[config.mk]
export PLATFORM = sky130hd
export DESIGN_NAME = seven_seg_scan_controller
export DESIGN_NICKNAME = d
export VERILOG_FILES = /design/src/rtl/seven_seg_scan_controller.sv
export SDC_FILE = /design/constraint.sdc
export NUM_CORES = 1
export LEC_CHECK = 0
export CAP_MARGIN = 0
export CELL_PAD_IN_SITES_DETAIL_PLACEMENT = 1
export CELL_PAD_IN_SITES_GLOBAL_PLACEMENT = 1
export CORE_MARGIN = 2
export CORE_UTILIZATION = 45
export DETAILED_ROUTE_END_ITERATION = 8
export GPL_TIMING_DRIVEN = 1
export HOLD_SLACK_MARGIN = 0.12
export PLACE_DENSITY_LB_ADDON = 0.1
export RECOVER_POWER = 25
export SLEW_MARGIN = 20
export SYNTH_ARGS = -nofsm -noshare
export SYNTH_HDL_FRONTEND = slang
export SYNTH_SLANG_ARGS = --single-unit
[constraint.sdc]
create_clock -name i_Clk -period 6.7 [get_ports i_Clk]
set_input_delay 1.005 -clock i_Clk [delete_from_list [all_inputs] [get_ports i_Clk]]
set_output_delay 1.005 -clock i_Clk [all_outputs]
set_load 0.03 [all_outputs]
[src/rtl/seven_seg_scan_controller.sv]
// Multiplexed 7-segment scan controller: walks NUM_DIGITS common-anode digits,
// feeds one shared registered BCD decoder and drives active-low anodes with a guard band.
module seven_seg_scan_controller #(
  parameter int unsigned NUM_DIGITS   = 4,
  parameter int unsigned SCAN_DIV     = 100000,
  parameter int unsigned BLANK_CYCLES = 16
) (
  input  logic                      i_Clk,
  input  logic                      i_Rst_L,
  input  logic [4*NUM_DIGITS-1:0]   i_Digits,
  input  logic [NUM_DIGITS-1:0]     i_Blink_Mask,
  input  logic                      i_Blink_Tick,
  input  logic                      i_LZ_Blank_En,
  output logic [3:0]                o_BCD_Num,
  output logic [NUM_DIGITS-1:0]     o_Anodes,
  output logic                      o_Colon,
  output logic                      o_Frame_Start
);

  localparam int unsigned DIV_W = (SCAN_DIV > 1) ? $clog2(SCAN_DIV) : 1;
  localparam int unsigned IDX_W = (NUM_DIGITS > 1) ? $clog2(NUM_DIGITS) : 1;
  localparam int unsigned DIG_W = 4 * NUM_DIGITS;

  logic [DIV_W-1:0]      r_Div;
  logic [IDX_W-1:0]      r_Idx;
  logic [DIG_W-1:0]      r_Shadow;
  logic                  r_Phase;

  logic                  w_Div_Wrap;
  logic                  w_Idx_Wrap;
  logic [DIV_W-1:0]      w_Div_next;
  logic [IDX_W-1:0]      w_Idx_next;
  logic [DIG_W-1:0]      w_Shadow_next;
  logic                  w_Phase_next;
  logic [3:0]            w_Digit_Val;
  logic                  w_Mask_Bit;
  logic                  w_Blank;
  logic [NUM_DIGITS-1:0] w_Anodes_next;

  // Slot divider and digit index; wraps are explicit compares, never overflow.
  always_comb begin
    w_Div_Wrap = (r_Div == DIV_W'(SCAN_DIV - 1));
    w_Idx_Wrap = w_Div_Wrap && (r_Idx == IDX_W'(NUM_DIGITS - 1));
    w_Div_next = w_Div_Wrap ? '0 : r_Div + DIV_W'(1);
    w_Idx_next = r_Idx;
    if (w_Div_Wrap) begin
      w_Idx_next = w_Idx_Wrap ? '0 : r_Idx + IDX_W'(1);
    end
    w_Shadow_next = w_Idx_Wrap ? i_Digits : r_Shadow;
    w_Phase_next  = r_Phase ^ i_Blink_Tick;
  end

  // Digit value and blink bit for the slot the registers are about to enter.
  always_comb begin
    w_Digit_Val = 4'h0;
    w_Mask_Bit  = 1'b0;
    for (int unsigned k = 0; k < NUM_DIGITS; k++) begin
      if (w_Idx_next == IDX_W'(k)) begin
        w_Digit_Val = w_Shadow_next[4*k +: 4];
        w_Mask_Bit  = i_Blink_Mask[k];
      end
    end
  end

  always_comb begin
    w_Blank = (w_Phase_next && w_Mask_Bit)
           || (i_LZ_Blank_En && (w_Idx_next == IDX_W'(NUM_DIGITS - 1)) && (w_Digit_Val == 4'h0))
           || (w_Digit_Val > 4'd9);
    w_Anodes_next = '1;
    // Anodes stay off through the guard band so the decoder has settled first.
    if ((w_Div_next >= DIV_W'(BLANK_CYCLES)) && !w_Blank) begin
      for (int unsigned k = 0; k < NUM_DIGITS; k++) begin
        if (w_Idx_next == IDX_W'(k)) begin
          w_Anodes_next[k] = 1'b0;
        end
      end
    end
  end

  always_ff @(posedge i_Clk or negedge i_Rst_L) begin
    if (!i_Rst_L) begin
      r_Div         <= '0;
      r_Idx         <= '0;
      r_Shadow      <= '0;
      r_Phase       <= 1'b0;
      o_BCD_Num     <= 4'h0;
      o_Anodes      <= '1;
      o_Colon       <= 1'b1;
      o_Frame_Start <= 1'b0;
    end else begin
      r_Div         <= w_Div_next;
      r_Idx         <= w_Idx_next;
      r_Shadow      <= w_Shadow_next;
      r_Phase       <= w_Phase_next;
      o_BCD_Num     <= w_Digit_Val;
      o_Anodes      <= w_Anodes_next;
      o_Colon       <= ~w_Phase_next;
      o_Frame_Start <= w_Idx_Wrap;
    end
  end

endmodule

**Word level (Yosys, flattened, before mapping)**

Index checks and enable logic that the tools add are counted.

- Word-level logic and storage cells: 46
- Output and inout port bits: 10
- Bits of input ports: 24
- Flip-flop bits (word level): 46

- Reductions and logical operators: 10
- Order comparisons: 2
- Muxes and demuxes: 17
- Add/sub/neg operators: 2
- Bitwise gates (word level): 2
- Eq/ne operators: 5

Operators with widths:

| kind | count |
|---|---|
| $mux 4 | 5 |
| $add 17x1->17 const B | 1 |
| $eq 17x17->1 const B | 1 |
| $ge 17x5->1 const B | 1 |
| $mux 17 | 1 |
| $mux 16 | 1 |
| $mux 1 | 8 |
| $eq 2x2->1 const B | 3 |
| $logic_and 1x1->1 | 5 |
| $gt 4x4->1 const B | 1 |
| $logic_not 4->1 | 1 |
| $mux 2 | 2 |
| $add 2x1->2 const B | 1 |
| $eq 2x1->1 const B | 1 |
| $logic_not 2->1 | 1 |
| $logic_or 1x1->1 | 2 |
| $logic_not 1->1 | 1 |
| $not 1->1 | 1 |
| $xor 1x1->1 | 1 |

**Logic depth before layout (Yosys ltp)**

- Depth in word-level cells: 16
- Depth in mapped cells: 11
- Mapped depth without buffers: 9

**Worst setup path before layout**

Ideal clock, no wire load.

- Path type: input to register
- Start: in i_Digits[11]
- End: reg o_Anodes[3]
- Required time: 6.634 ns
- Stages on the path: 6
- Path buffers: 0
- Slack: 4.319 ns
- Library setup time: 0.066 ns
- Arrival time: 2.316 ns
- Cells stage by stage: mux4_2 -> mux2_2 -> mux2i_1 -> nand3_1 -> or3_1 -> nand4_1

- Word-level cells in the longest chain between the ends: 10
- Elaborated cells on any way between the ends: 11
- Those cells by class: 1 x order compare; 4 x mux; 6 x reduce/logical

Ends and longest elaborated chain:

| what | line | RTL |
|---|---|---|
| start: declaration | 10 | `input logic [4*NUM_DIGITS-1:0] i_Digits,` |
| $mux 16 (*) | 49 | `w_Shadow_next = w_Idx_Wrap ? i_Digits : r_Shadow;` |
| $mux 4 (*) (2 in series) | 58 | `if (w_Idx_next == IDX_W'(k)) begin` |
| branches (longest 3 deep; another with $gt 4x4->1) | -- |  |
| $logic_or 1x1->1 (*) | 68 | `\|\| (w_Digit_Val > 4'd9);` |
| $logic_not 1->1 (*) | 71 | `if ((w_Div_next >= DIV_W'(BLANK_CYCLES)) && !w_Blank) begin` |
| $logic_and 1x1->1 (*) | 71 |  |
| $mux 4 (*) | 71 |  |
| named net w_Anodes_next[3] | 38 | `logic [NUM_DIGITS-1:0] w_Anodes_next;` |
| end signal: assignment | 96 | `o_Anodes <= w_Anodes_next;` |
| end: declaration | 15 | `output logic [NUM_DIGITS-1:0] o_Anodes,` |

Mark *: on every way through the listed nets, which the timed path passes.

**Worst setup path after layout**

- Start: reg r_Idx[1]
- End: reg o_Anodes[3]

- Word-level cells in the longest chain between the ends: 16
- Elaborated cells on any way between the ends: 29
- Those cells by class: 1 x add/sub; 1 x order compare; 4 x eq/ne; 13 x mux; 10 x reduce/logical

Ends and longest elaborated chain:

| what | line | RTL |
|---|---|---|
| start: declaration | 25 | `logic [IDX_W-1:0] r_Idx;` |
| start signal: assignment | 92 | `r_Idx <= w_Idx_next;` |
| branches (longest 8 deep; another with $add 2x1->2) | -- |  |
| $mux 4 (*) | 58 |  |
| named net w_Digit_Val[2] | 35 | `logic [3:0] w_Digit_Val;` |
| branches (longest 3 deep; another with $gt 4x4->1) | -- |  |
| $logic_or 1x1->1 (*) | 68 |  |
| $logic_not 1->1 (*) | 71 |  |
| $logic_and 1x1->1 (*) | 71 |  |
| $mux 4 (*) | 71 |  |
| named net w_Anodes_next[3] | 38 |  |

Marked as above.

==> impl_metrics.toml <==
[yosys]
synth-edff-count = 0
ys_seq_elements = 46
netlist.area_leader.share_pct = 41.6
synthArstFlopShare_pct = 100
synth_top_family_by_area = "simple AND/OR/NAND/NOR gates"
yosys.area_share.simple_pct = 20.7
ys_types = 51
synth-compound-area-share_pct = 7.96
syn_area_um2 = 2470
synth_warnings = 0
seq_area_frac_synth_pct = 46.9
syn_inst = 227
ys_top_cells_by_area = "dfrtp_1, mux2_2, dfstp_2, mux2i_1, xnor2_1"
synth_fa_ha_area_share_pct = 1.01
synth_ff_type = "dfrtp_1"
synth.net_count = 253
muxShareOfSynthArea_pct = 13.6
syn_avg_cell_area_um2 = 10.9
synth_top_area_cell = "dfrtp_1"
synth_xor_xnor_area_share_pct = 6.03

[floorplan]
core_um2 = 5200
fp-row-count = 26
die_area_um2 = 6090
fp.dieH_um = 78.0
initial_utilization_pct = 47.4
ios = 34
die_width_um = 78.0

[global_routing]
grt_max_degree = 47
antenna_found_initial = 0
grt_overflow = 0
grt_pass1_wl_um = 10100
track_usage_pct = 21.0
grt_pass1_vias = 2031

[drt]
vias = 1839
drt_wl_total_um = 5840
wl_per_cell_um = 17.9
drtPass1Iterations = 4
ant_nets = 0
drt-initial-drc-count = 40
drc = 0
viasPerCell = 5.64

[clock_tree]
clk_path_buf_depth = 2
path_clk_slew_ns = 0.09
postCtsSetupBuffers = 0
cts_sinks = 46
cts_tree = "yes"
cts_buffers = 5
cts_hold_buf = 0
htree_num_levels = 2
clock_latency_ns = 0.30
cts_resized = 0
clockRootBuffer = "clkbuf_8"

[power]
peakVddDrop_mv = 0.116
power.density_nw_per_um2 = 194
static-leakage-power_nw = 1.19
power.total_mw = 0.566

[sta]
period_needed_ns = 3.16
hold_slack_ns = 0.521
finalSetupViolCount = 0
slew_viol_final = 47
timing.fmax_ghz = 0.316
rsz0062_at_grt = "false"
finalCritPeriodShare_pct = 47.2
fin_skew_ns = 0.00829
hold_violations = 0
tightest_slew_ns = 2.48
tns_ns = 0
relSlewSlack_pct = -65.0

[critical_path]
startpoint_type = "register"
worstPathMaxFanout = 13
required_ns = 6.94
worstSetupPathType = "register to register"
cpPeakStageDelay_ns = 0.57
crit_family = "simple AND/OR/NAND/NOR gates"
slowest_stage = "dfrtp_1"
cp-end-kind = "register"
arrival_ns = 3.40
crit_buf_inv = 0
crit_chain = "ha_1 -> nand4b_1 -> nor4b_1 -> nand2_1 -> o221ai_1 -> a21oi_1 -> or3_1 -> nand4_1"

[cells_and_area]
diodes = 0
drive_above_1_share_pct = 14.8
layout.nets = 281
syn_to_final_growth_pct = 18.5

[run_status]
violations = "max-capacitance violations, max-slew violations"
status = "finished, violations left"

[place]
io_buffer_count = 33
routabilityCongestion = 0.775
hpwl_um = 4350

[min_path]
holdCritPathClass = "register to register"

[flow_run]
maxCapViolations = 1
worst reg2reg max path: stages (launching register included):
cell and delay (ns):
dfrtp_1 0.57, ha_1 0.46, nand4b_1 0.23, nor4b_1 0.46, nand2_1 0.46, o221ai_1 0.34, a21oi_1 0.13, or3_1 0.36
nand4_1 0.10
cell type report:
type | count | area (um2)
Clock inverter | 2 | 37.5
Tap cell | 70 | 87.6
Timing Repair Buffer | 33 | 324
Inverter | 7 | 26.3
Clock buffer | 6 | 72.6
Sequential cell | 46 | 1160
Multi-Input combinational cell | 162 | 1220
Fill cell | 569 | 2280
sequential cells by signal (all words and copies together), names as in the netlist:
name	count
r_Div	17
r_Shadow	16
o_Anodes	4
o_BCD_Num	4
r_Idx	2
o_Colon	1
o_Frame_Start	1
r_Phase	1
synth_stat cells (all sizes together) (2+ instances only):
| library cell | n |
|---|---|
| nor4 | 5 |
| nor2 | 15 |
| nand3 | 15 |
| or2 | 2 |
| or3 | 3 |
| and4 | 2 |
| clkbuf | 4 |
| nand2b | 3 |
| o221ai | 2 |
| nor2b | 3 |
| o31ai | 2 |
| inv | 7 |
| mux2i | 11 |
| xor2 | 8 |
| a21oi | 5 |
| ha | 2 |
| dfrtp | 41 |
| a211oi | 3 |
| mux2 | 17 |
| nand4 | 8 |
| dfstp | 5 |
| nand2 | 16 |
| o21ai | 7 |
| buf | 8 |
| nor3 | 6 |
| xnor2 | 9 |
| and3 | 3 |
through the flow:
stage	setup slack, ns	instances	cell area (um2)	util, %
after floorplan	4.32	227	2470	-
final	3.54	326	2920	56.2
after CTS	3.49	326	2920	56.2
after global placement	3.59	318	2810	54.1
after detailed placement	3.53	318	2810	54.1
after global routing	3.13	326	2920	56.2
metal layers:
metal / vias up / GRT usage [%] / part of all wire (%)
met5: - / 0 / 0
met4: 0 / 5.79 / 1.5
met3: 6 / 4.25 / 2.1
met2: 23 / 37.3 / 53
met1: 930 / 26.0 / 44
li1: 880 / - / -
cells in the final DEF (no fill, tap or decap), types with 3 or more instances in the layout:
cell / netlist / routed
a211oi_1: 3 / 3
nor4_1: 4 / 4
a21oi_1: 4 / 4
xnor2_1: 9 / 9
nand2_1: 16 / 16
xor2_1: 8 / 8
dfstp_2: 5 / 5
and3_1: 3 / 3
or3_1: 3 / 3
nor3_1: 6 / 6
nand4_1: 7 / 7
mux2_2: 17 / 17
inv_1: 7 / 7
nand3_1: 14 / 14
dfrtp_1: 41 / 41
clkdlybuf4s50_1: 0 / 32
mux2i_1: 10 / 10
nand2b_1: 3 / 3
o21ai_0: 6 / 6
clkbuf_8: 0 / 5
nor2b_1: 3 / 3
nor2_1: 15 / 15
final timing paths:
kind / start / endpoint / slack (ns) / cells after the start
max: r_Idx[1] / o_Anodes[3] / 3.54 / 8
min: r_Div[0] / r_Div[0] / 0.52 / 1
max reg2reg: r_Idx[1] / o_Anodes[3] / 3.54 / 8
min reg2reg: r_Div[0] / r_Div[0] / 0.52 / 1
max in group asynchronous: i_Rst_L / r_Shadow[15] / 3.84 / 1
min in group asynchronous: i_Rst_L / r_Div[11] / 1.46 / 1
power by group:
part | internal (mW) | switching, mW | total (mW)
sequential | 0.293 | 0.00466 | 0.297
combinational | 0.0286 | 0.0324 | 0.0610
clock | 0.111 | 0.0962 | 0.208
total | 0.433 | 0.133 | 0.566
kinds of logic (layout without fill, tap and decap cells):
logic type / count (synthesis) / in the layout
and+or+nand+nor: 88 / 88
muxes: 29 / 29
buffers and inverters: 19 / 48
DFF: 46 / 46
adders and majority gates: 2 / 2
AOI/OAI and AO/OA: 26 / 26
xor gates and xnor gates: 17 / 17
Power figures use the tool's default switching activity.
